## config.mk

```make
export PLATFORM = sky130hd
export DESIGN_NAME = fp_int2fp_sp
export DESIGN_NICKNAME = d
export VERILOG_FILES = /design/src/rtl/fp_sp_pkg.sv /design/src/rtl/fp_lzc32.sv /design/src/rtl/fp_int2fp_sp.sv
export SDC_FILE = /design/constraint.sdc
export NUM_CORES = 1
export LEC_CHECK = 0
export ABC_AREA = 1
export BUFFER_PORTS_ARGS = -buffer_cell sky130_fd_sc_hd__buf_2
export CORE_ASPECT_RATIO = 1.75
export CORE_MARGIN = 3
export CORE_UTILIZATION = 59
export CTS_CLUSTER_SIZE = 20
export DETAILED_ROUTE_END_ITERATION = 6
export PLACE_DENSITY = 0.8
export SYNTH_ARGS = -nofsm -noshare
export SYNTH_HDL_FRONTEND = slang
export SYNTH_SLANG_ARGS = --single-unit
```

## constraint.sdc

```tcl
create_clock -name i_CLK -period 3.1 [get_ports i_CLK]
set_clock_uncertainty 0.15 [all_clocks]
set_input_delay 0.31 -clock i_CLK [delete_from_list [all_inputs] [get_ports i_CLK]]
set_output_delay 0.31 -clock i_CLK [all_outputs]
set_load 0.02 [all_outputs]
```

## src/rtl/fp_sp_pkg.sv

```systemverilog
// Shared IEEE-754 single-precision field definitions, used by the int-to-float
// converter and the SP adder.
package fp_sp_pkg;

    localparam int FP_SP_BIAS   = 127;
    localparam int FP_SP_EXP_W  = 8;
    localparam int FP_SP_FRAC_W = 23;

    // Largest biased exponent a 32-bit integer can produce: 2^31.
    localparam int FP_I2F_EXP_MAX = FP_SP_BIAS + 31;

    typedef struct packed {
        logic                    sign;
        logic [FP_SP_EXP_W-1:0]  exp;
        logic [FP_SP_FRAC_W-1:0] frac;
    } fp_sp_t;

    function automatic fp_sp_t fp_sp_pack(input logic                    sign,
                                          input logic [FP_SP_EXP_W-1:0]  exp,
                                          input logic [FP_SP_FRAC_W-1:0] frac);
        fp_sp_t r;
        r.sign = sign;
        r.exp  = exp;
        r.frac = frac;
        return r;
    endfunction

endpackage

```

## src/rtl/fp_lzc32.sv

```systemverilog
// 32-bit leading-zero counter, purely combinational. o_CNT is 0 when the
// input is zero; o_ZERO flags that case.
module fp_lzc32 (
    input  logic [31:0] i_DATA,
    output logic [4:0]  o_CNT,
    output logic        o_ZERO
);

    logic found;

    always_comb begin
        o_CNT = '0;
        found = 1'b0;
        for (int i = 31; i >= 0; i--) begin
            if (!found && i_DATA[i]) begin
                o_CNT = 5'(31 - i);
                found = 1'b1;
            end
        end
    end

    assign o_ZERO = ~|i_DATA;

endmodule

```

## src/rtl/fp_int2fp_sp.sv

```systemverilog
// Signed 32-bit integer to IEEE-754 single converter, 3-stage pipeline.
// Define FP_I2F_RNE_EN for round-to-nearest-even; otherwise truncates.
module fp_int2fp_sp
    import fp_sp_pkg::*;
(
    input  logic        i_CLK,
    input  logic        i_RST_N,
    input  logic        i_VALID,
    output logic        o_READY,
    input  logic [31:0] i_INT,
    output logic        o_VALID,
    input  logic        i_READY,
    output logic [31:0] o_RES
);

    // Handshake: a word moves in when i_VALID & o_READY and out when
    // o_VALID & i_READY. The whole pipe advances together; o_READY low freezes
    // every stage, so o_RES is stable while o_VALID=1 and i_READY=0.
    logic adv;
    assign o_READY = ~o_VALID | i_READY;
    assign adv     = o_READY;

    // Stage 1: sign / magnitude
    logic        v1;
    logic        sign1;
    logic [31:0] mag1;

    // Stage 2: normalize
    logic        v2;
    logic        sign2;
    logic        zero2;
    logic [31:0] mant2;
    logic [7:0]  exp2;

    logic [4:0]  lzc;
    logic        lz_zero;
    logic [31:0] shifted;

    fp_lzc32 u_lzc (
        .i_DATA (mag1),
        .o_CNT  (lzc),
        .o_ZERO (lz_zero)
    );

    assign shifted = mag1 << lzc;

    // Stage 3: round / pack (combinational part)
    logic [22:0] frac_t;
    logic        inc;
    logic [23:0] frac_sum;
    logic [7:0]  exp_r;
    fp_sp_t      res_w;

    assign frac_t = mant2[30:8];

`ifdef FP_I2F_RNE_EN
    logic guard;
    logic sticky;
    logic unused_bits;

    assign guard       = mant2[7];
    assign sticky      = |mant2[6:0];
    assign inc         = guard & (sticky | frac_t[0]);
    assign unused_bits = mant2[31];
`else
    logic unused_bits;

    assign inc         = 1'b0;
    assign unused_bits = ^{mant2[31], mant2[7:0]};
`endif

    // A carry out of the fraction lands exactly on the next power of two.
    assign frac_sum = {1'b0, frac_t} + {23'b0, inc};
    assign exp_r    = exp2 + {7'b0, frac_sum[23]};

    always_comb begin
        res_w = fp_sp_pack(sign2, exp_r, frac_sum[22:0]);
        if (zero2) begin
            res_w = '0;
        end
    end

    // Control and output register: reset clears every valid bit and o_RES.
    always_ff @(posedge i_CLK or negedge i_RST_N) begin
        if (!i_RST_N) begin
            v1      <= 1'b0;
            v2      <= 1'b0;
            o_VALID <= 1'b0;
            o_RES   <= '0;
        end else if (adv) begin
            v1      <= i_VALID;
            v2      <= v1;
            o_VALID <= v2;
            if (v2) begin
                o_RES <= res_w;
            end
        end
    end

    // Datapath registers carry no reset; their valid bits qualify them.
    always_ff @(posedge i_CLK) begin
        if (adv) begin
            sign1 <= i_INT[31];
            mag1  <= i_INT[31] ? (~i_INT + 32'd1) : i_INT;
            sign2 <= sign1;
            zero2 <= lz_zero;
            mant2 <= shifted;
            exp2  <= 8'(FP_I2F_EXP_MAX) - {3'b0, lzc};
        end
    end

endmodule

```

==> results.yml, run 1 <==
run_status:
  status: "complete, no violations"
setup_path:
  cp_num_buf_inv: 2
  r2r_setup_slack_ns: 0.08
  path_cells: "nor2_2 > nand2_2 > nor2_4 > nand2_2 > nor2_4 > nand2_4 > inv_4 > nand3_2 > nand3_4 > nand3_4 > clkbuf_16 > nand2_1 > nand3_1 > nand3_1 > nand3_1 > a21oi_2 > nand2_1"
  crit_type: "reg2reg"
  cpLargestDelayFamily: "simple AND/OR/NAND/NOR gates"
  start_kind: "flop"
  max_stage_delay_ns: 0.44
  crit_required_ns: 3.05
  cp-end-kind: "flop"
  crit_path_max_fanout: 20
  worst_path_most_repeated_cell: "nand3_1"
  cp_slowest_cell: "edfxtp_1"
  cp.arrival_ns: 2.98
logic_synthesis:
  syn-num-nets: 915
  ys_seq_elements: 101
  synth.yosys.seq_area_share_pct: 42.98
  syn-instance-count: 877
  syn_area_um2: 6649
  async_flop_share_pct: 34.65
  ys.flop_type: "edfxtp_1"
  synth_top_cell_by_area: "edfxtp_1"
  syn_area_per_cell_um2: 7.581
  synth.most_common_cell: "nand2_1"
  synth_edf_count: 66
  yosysTopAreaCellShare_pct: 29.81
  synth_common_cells: "211 x nand2_1, 182 x nand3_1, 79 x inv_1, 66 x edfxtp_1, 61 x nor2_1"
  synth_area_leaders: "edfxtp_1 30%, nand3_1 14%, dfrtp_1 13%"
  yosysWarnings: 0
  ys_types: 42
floorplanning:
  num_rows: 50
  coreArea_um2: 10820
  chipHeight_um: 146.4
  initial_core_util_pct: 61.43
  die-area_um2: 12630
  die_x_um: 86.25
  pin_count: 70
drt:
  drt_iter0_drc: 410
  via_per_inst: 5.948
  drtPass1Iterations: 6
  wl_per_cell_um: 17.02
  drt-total-wl_mm: 18.72
  ant_nets: 0
  remaining_drc_errors: 0
  vias: 6543
clock_network:
  clk_pin_slew_worst_paths_ns: 0.08
  cts_made_buffers: 9
  cts_sinks: 101
  root_buffer: "clkbuf_16"
  cts_tree: "built"
  clk_latency_ns: 0.35
  htreeDepth: 3
  clk_path_buf_depth: 2
layout:
  stdcell_area_um2: 7809
  nets: 1003
  multi_input_area_um2: 3363
  syn2layout_area_growth_pct: 17.44
  n_antenna_cell: 0
  regArea_um2: 2858
  layout-drive-gt1-share_pct: 18.66
  nFillCells: 873
timing:
  finalCritPeriodShare_pct: 97.55
  hold_viol: 0
  slew_headroom_pct: 38.10
  setup_viol: 0
  fmax_mhz: 330.7
  period_needed_ns: 3.024
  rsz0062_at_grt: "true"
  maxSlewViolCount: 0
  tightestPinTransition_ns: 0.9275
global_route:
  grt_busiest_layer: "met2"
  grt_use_met2_pct: 58.08
  grt_overflow: 0
  grt.total_usage_pct: 30.38
  grt_pass1_wl_mm: 30.25
  grt_pass1_vias: 6301
  grt_max_degree: 42
  grtUsageMet1_pct: 30.15
  met3_usage_pct: 3.953
  antenna_found_initial: 0
pwr:
  finalPower_uw: 6089
  p_per_area_nw_per_um2: 779.8
  p_leak_uw: 0.003768
  ir_drop_uv: 708.4
placement:
  dpl.hpwl_mm: 14.30
  dpl_cell_area_um2: 7233
  io_buffers: 69
  place.gp.congestion: 1.059
run:
  drv_cap: 0
min_path:
  hp-class: "in2reg"
-- registers in the layout (all words and copies together), names as in the netlist, 8 cells and up --
name   cells
mag1      32
o_RES     32
mant2     23
exp2       8
-- final timing paths --
path,cells after the start,start,end
worst max-delay path,17,mag1[28],mant2[28]
worst min-delay path,1,i_INT[0],mag1[0]
worst max register to register,17,mag1[28],mant2[28]
worst min register to register,0,sign1,sign2
max in group asynchronous,2,i_RST_N,o_RES[12]
min in group asynchronous,2,i_RST_N,o_RES[28]
-- where the power goes --
group | internal (uW) | leakage (uW) | total (uW) | switching (uW)
clock network | 561 | 0.000141 | 1100 | 535
registers | 2030 | 0.00110 | 2250 | 229
logic | 894 | 0.00253 | 2740 | 1840
-- layout make-up --
cell class,count,area share (%)
multi-input combinational,651,43.07
sequential,101,36.60
timing repair buffer,118,10.29
inverter,83,4.230
clock buffer,10,2.932
tap,130,2.083
clock inverter,6,0.7050
timing repair inverter,1,0.09614
-- placed cells by master (no fill, tap or decap), drive strengths merged --
master / n
a41oi: 1
edfxtp: 66
o21ai: 53
inv: 83
xor2: 18
nand3: 185
o31ai: 6
clkinv: 5
clkinvlp: 2
nand2: 217
a22oi: 1
or2: 1
nand3b: 2
clkbuf: 11
a211oi: 1
buf: 116
o41ai: 2
dfrtp: 35
a31oi: 3
nor3b: 1
xnor2: 13
nor3: 12
dlygate4sd3: 1
ha: 2
nand4: 49
a21oi: 15
o211ai: 1
nor2: 68
-- logic make-up after synthesis --
kind of cell	count (synthesis)	synth area share (%)
flip-flops	101	42.98
AO/OA/AOI/OAI	83	6.869
adder cells (fa/ha/maj)	2	0.3763
XOR/XNOR	31	4.084
AND/OR/NAND/NOR	535	37.82
buffers and inverters	125	7.866
-- timing repair --
item	4_1_cts	5_1_grt
gates resized for setup	4	30
hold buffers	1	0
setup buffers	3	13
gates cloned	1	1
pin swaps	0	8
endpoints found under the hold margin	35	0
endpoints found under the setup margin	2	26
-- layer usage --
metal / part of all wire [%] / up-vias
met5: 0 / -
met4: 5.9 / 0
met3: 4.3 / 67
met2: 56 / 263
met1: 34 / 3043
li1: - / 3170
-- per-stage QoR --
| stage | setup slack [ns] | TNS (ns) | std cells | util (%) | hold WS [ns] |
|---|---|---|---|---|---|
| after floorplan | 0.4706 | 0 | 877 | - | -0.1356 |
| after global placement | 0.06428 | 0 | 1065 | 66.83 | 0.2498 |
| after detailed placement | -0.002755 | -0.002755 | 1065 | 66.83 | 0.2598 |
| after CTS | 0.01075 | 0 | 1086 | 69.94 | 0.01464 |
| after global routing | -0.1285 | -1.611 | 1100 | 72.15 | 0.01261 |
| final | 0.07602 | 0 | 1100 | 72.15 | 0.01924 |
(Power assumes the default switching activity.)
==> inputs of run 2 (changes only) <==
--- a/config.mk
+++ b/config.mk
@@ -8,7 +8,6 @@
 export ABC_AREA = 1
 export BUFFER_PORTS_ARGS = -buffer_cell sky130_fd_sc_hd__buf_2
 export CORE_ASPECT_RATIO = 1.75
-export CORE_MARGIN = 3
 export CORE_UTILIZATION = 59
 export CTS_CLUSTER_SIZE = 20
 export DETAILED_ROUTE_END_ITERATION = 6
==> results.yml, run 2 (same netlist as run 1, synthesis figures left out) <==
drt:
  drt-total-wl_mm: 18.24
  drt_iter0_drc: 412
  remaining_drc_errors: 26
  drtPass1Iterations: 7
  ant_nets: 0
  via_per_inst: 6.007
  vias: 6548
  wl_per_cell_um: 16.73
global_route:
  grt.total_usage_pct: 32.94
  grt_pass1_wl_mm: 28.84
  antenna_found_initial: 0
  grt_overflow: 0
  grt_pass1_vias: 6190
  grt_max_degree: 43
placement:
  place.gp.congestion: 0.9513
  dpl.hpwl_mm: 14.06
  dpl.cell_count: 1061
  io_buffers: 69
floorplanning:
  coreArea_um2: 10820
  initial_core_util_pct: 61.43
  pin_count: 70
  chipHeight_um: 142.4
  die-area_um2: 11710
  die_x_um: 82.25
  num_rows: 50
layout:
  final_common_cell: "nand2_1"
  n_antenna_cell: 0
  nFillCells: 873
  syn2layout_area_growth_pct: 15.77
  utilization_pct: 71.12
  nets: 993
  layout-drive-gt1-share_pct: 17.40
  final_cells: 1090
  largestRegisters: "mag1 x32, o_RES x32, mant2 x23"
  layout_common_cells: "209 x nand2_1, 169 x nand3_1, 78 x inv_1, 69 x buf_2, 66 x edfxtp_1"
setup_path:
  path_cells: "nor2_1 > nand2_2 > nor2_4 > nand2_2 > nor2_4 > nand2_4 > nor2_8 > nand4_4 > nand3_2 > buf_12 > nand2_1 > nand2_1 > nand2_1 > nand3_1 > o21ai_1 > a21oi_2 > nand2_1"
  start_kind: "flop"
  r2r_setup_slack_ns: 0.07
  crit_path_max_fanout: 41
  cpLargestDelayFamily: "simple AND/OR/NAND/NOR gates"
  crit_type: "reg2reg"
  cp_slowest_cell: "edfxtp_1"
  cp_num_buf_inv: 1
  crit_required_ns: 3.06
  worst_path_most_repeated_cell: "nand2_1"
  cp-end-kind: "flop"
  cp.arrival_ns: 2.99
  max_stage_delay_ns: 0.45
pwr:
  ir_drop_uv: 666.8
  p_per_area_nw_per_um2: 783.9
  p_leak_uw: 0.003712
clock_network:
  cts_tree: "built"
  cts_sinks: 101
  clk_path_buf_depth: 2
  htreeDepth: 3
  clk_latency_ns: 0.36
  clk_pin_slew_worst_paths_ns: 0.07
  root_buffer: "clkbuf_16"
  cts_made_buffers: 9
timing:
  rsz0062_at_grt: "true"
  tightestPinTransition_ns: 0.9597
  maxSlewViolCount: 0
  finalCritPeriodShare_pct: 97.77
  hold_viol: 0
  fmax_mhz: 329.9
  slew_headroom_pct: 35.95
  setup_viol: 0
  period_needed_ns: 3.031
min_path:
  hp-class: "in2reg"
run_status:
  violations: "DRC"
  status: "finished with violations"
run:
  drv_cap: 0
-- run 2: cell types whose count changed in the layout (fill, tap and decap cells not counted), moves of 2 or more --
cell	previous run	this run
inv_2	4	2
buf_4	41	33
buf_6	0	2
a21oi_1	11	13
a21oi_2	4	2
inv_1	75	78
nand3_1	171	169
nand3_2	12	15
-- run 2: timing repair --
action                                  in CTS  in global routing
buffers inserted                             0                 12
hold endpoints to repair                    35                  0
gates resized for setup                      0                 23
endpoints found under the setup margin       0                 23
hold buffers                                 1                  0
-- run 2: per-layer routing --
metal	global-route usage, %	vias to the layer above	wire length (um)
met5	0	-	0
met4	26.87	0	1607
met3	4.744	89	781
met2	60.29	289	9849
met1	30.72	3009	6001
li1	-	3161	-
-- run 2: final timing paths --
kind	start	endpoint	cells after the start
min in group asynchronous	i_RST_N	v1	2
worst min-delay path	i_VALID	v1	3
worst min register to register	sign1	sign2	0
max in group asynchronous	i_RST_N	o_RES[11]	2
worst max register to register	mag1[30]	mant2[27]	17
worst max-delay path	mag1[30]	mant2[27]	17
-- run 2: power by group --
group	switching [uW]	internal (uW)	total, uW
clock	523	579	1100
combinational	1800	860	2660
sequential	245	2030	2270
-- run 2: cell type report --
class,instances,area (um^2),share of cell area (%)
multi-input cells,651,3352,43.55
clock inverters,6,53.80,0.6990
inverters,83,326.6,4.243
well taps,130,162.7,2.113
repair buffers,109,705.7,9.168
clock buffers,10,239.0,3.105
flip-flops and latches,101,2858,37.13
-- run 2: stage by stage --
step | TNS [ns] | setup WS (ns) | hold slack [ns] | instance area (um^2) | total power (uW)
2_1_floorplan | 0 | 0.4706 | -0.1356 | 6649 | 4032
3_3_place_gp | 0 | 0.09023 | 0.2529 | 7203 | 4748
3_5_place_dp | 0 | 0.02823 | 0.2592 | 7203 | 4827
4_1_cts | 0 | 0.01077 | 0.01410 | 7506 | 5929
5_1_grt | -1.108 | -0.1270 | 0.02102 | 7697 | 6456
6_report | 0 | 0.06904 | 0.01308 | 7697 | 6034
-- run 2: tightest hold or removal path: cells and delay by family --
kind            cells  cell delay [ns]
simple gates        1             0.04
buf+inv             1             0.07
compound gates      1             0.06
==> inputs of run 3 (changes only) <==
--- a/config.mk
+++ b/config.mk
@@ -11,7 +11,7 @@
 export CORE_UTILIZATION = 59
 export CTS_CLUSTER_SIZE = 20
 export DETAILED_ROUTE_END_ITERATION = 6
-export PLACE_DENSITY = 0.8
+export PLACE_DENSITY_LB_ADDON = 0.2
 export SYNTH_ARGS = -nofsm -noshare
 export SYNTH_HDL_FRONTEND = slang
 export SYNTH_SLANG_ARGS = --single-unit
==> results.yml, run 3 (same netlist as run 1, synthesis figures left out) <==
timing:
  finalSetupTns_ns: -0.08160
  hold_viol: 0
  setup_ws_ns: -0.06462
  period_needed_ns: 3.165
  maxSlewViolCount: 0
  tightestPinTransition_ns: 0.9545
  slew_headroom_pct: 36.30
  finalCritPeriodShare_pct: 102.1
  fmax_mhz: 316.0
  rsz0062_at_grt: "true"
  setup_viol: 3
drt:
  vias: 6799
  drt_iter0_drc: 415
  drt-total-wl_mm: 19.89
  wl_per_cell_um: 17.82
  remaining_drc_errors: 0
  via_per_inst: 6.092
  drtPass1Iterations: 5
  ant_nets: 0
setup_path:
  reg2regPathDepth: 17
  r2r-end: "mant2[28]"
  r2r_setup_slack_ns: -0.06
  crit_start: "mag1[28]"
  crit_path_max_fanout: 7
  crit_end: "mant2[28]"
  crit_required_ns: 3.06
  cp-end-kind: "flop"
  cp.arrival_ns: 3.12
  reg2reg_from: "mag1[28]"
  start_kind: "flop"
  max_stage_delay_ns: 0.42
  crit_type: "reg2reg"
  path_cells: "nor2_2 > nand2_2 > nor2_4 > nand2_2 > nor2_4 > nand2_4 > inv_4 > nand3_4 > nand3_4 > nand3_4 > clkbuf_16 > nand2_2 > nand3_1 > nand3_1 > nand2_1 > a21oi_2 > nand2_1"
  cp_slowest_cell: "edfxtp_1"
layout:
  stdcell_area_um2: 8389
  layout_common_cells: "189 x nand2_1, 122 x nand3_1, 77 x inv_1, 69 x buf_2, 66 x edfxtp_1"
  largestRegisters: "mag1 x32, o_RES x32, mant2 x23"
  nFillCells: 768
  utilization_pct: 77.51
  final_cells: 1116
  syn2layout_area_growth_pct: 26.18
  final_common_cell: "nand2_1"
  layout-drive-gt1-share_pct: 26.98
  nets: 1019
  n_antenna_cell: 0
floorplanning:
  num_rows: 50
  chipHeight_um: 142.4
  pin_count: 70
  die-area_um2: 11710
  die_x_um: 82.25
  coreArea_um2: 10820
  initial_core_util_pct: 61.43
clock_network:
  clk_latency_ns: 0.35
  root_buffer: "clkbuf_16"
  clk_path_buf_depth: 2
  cts_tree: "built"
  clk_pin_slew_worst_paths_ns: 0.08
  htreeDepth: 3
  cts_sinks: 101
  cts_made_buffers: 9
placement:
  dpl_cell_area_um2: 7318
  place.gp.congestion: 0.9771
  dpl.cell_count: 1073
  dpl.hpwl_mm: 14.56
  io_buffers: 69
global_route:
  grt.total_usage_pct: 33.68
  grt_pass1_vias: 6299
  grt_max_degree: 42
  antenna_found_initial: 0
  grt_pass1_wl_mm: 29.48
  grt_overflow: 0
pwr:
  p_per_area_nw_per_um2: 778.0
  finalPower_uw: 6527
  ir_drop_uv: 635.8
  p_leak_uw: 0.004019
run:
  drv_cap: 0
min_path:
  hold-path-cell-count: 1
  hp-class: "in2reg"
run_status:
  violations: "setup timing"
  status: "finished with violations"
[run 3: power breakdown]
group / switching (uW) / leakage, uW / internal [uW]
registers: 235 / 0.00110 / 2030
logic: 2060 / 0.00278 / 1120
clock network: 526 / 0.000137 / 560
total: 2820 / 0.00402 / 3710
[run 3: cell type report]
| class | instances | area, um^2 | area share (%) |
|---|---|---|---|
| Sequential cell | 101 | 2858 | 34.06 |
| Timing Repair Buffer | 135 | 1049 | 12.50 |
| Tap cell | 130 | 162.7 | 1.939 |
| Clock buffer | 10 | 229.0 | 2.729 |
| Multi-Input combinational cell | 651 | 3694 | 44.03 |
| Inverter | 83 | 344.1 | 4.101 |
| Clock inverter | 6 | 53.80 | 0.6413 |
[run 3: worst min-delay path by stage]
stage,startpoint,end,slack (ns)
final,i_INT[0],mag1[0],0.01
after global placement,i_RST_N,o_RES[28],0.25
after global routing,i_INT[0],mag1[0],0.02
after CTS,i_INT[0],mag1[0],0.01
after detailed placement,i_RST_N,v2,0.26
after floorplan,i_RST_N,o_RES[0],-0.14
[run 3: timing repair]
action	CTS	global route
cloned	0	7
resized for setup	2	104
hold buffers	1	0
endpoints found under the hold margin	35	0
setup buffers	0	19
endpoints found under the setup margin	4	24
pin swaps	1	19
[run 3: stage by stage]
step,hold slack [ns],worst slack [ns]
final,0.01346,-0.06462
after floorplan,-0.1356,0.4706
after CTS,0.01038,0.01910
after detailed placement,0.2597,-0.03168
after global routing,0.01748,-0.1727
after global placement,0.2494,0.03177
[run 3: worst max-delay path, delay by kind of cell, from the launching register on]
kind | cells | cell delay [ns]
compound gates | 1 | 0.16
simple gates | 14 | 1.82
buf+inv | 2 | 0.33
flops | 1 | 0.42
[run 3: routing by layer]
layer / vias to the layer above / track usage [%] / wire length [um]
li1: 3217 / - / -
met1: 3152 / 31.09 / 6474
met2: 321 / 62.72 / 10700
met3: 109 / 4.936 / 928
met4: 0 / 25.76 / 1781
met5: - / 0 / 0
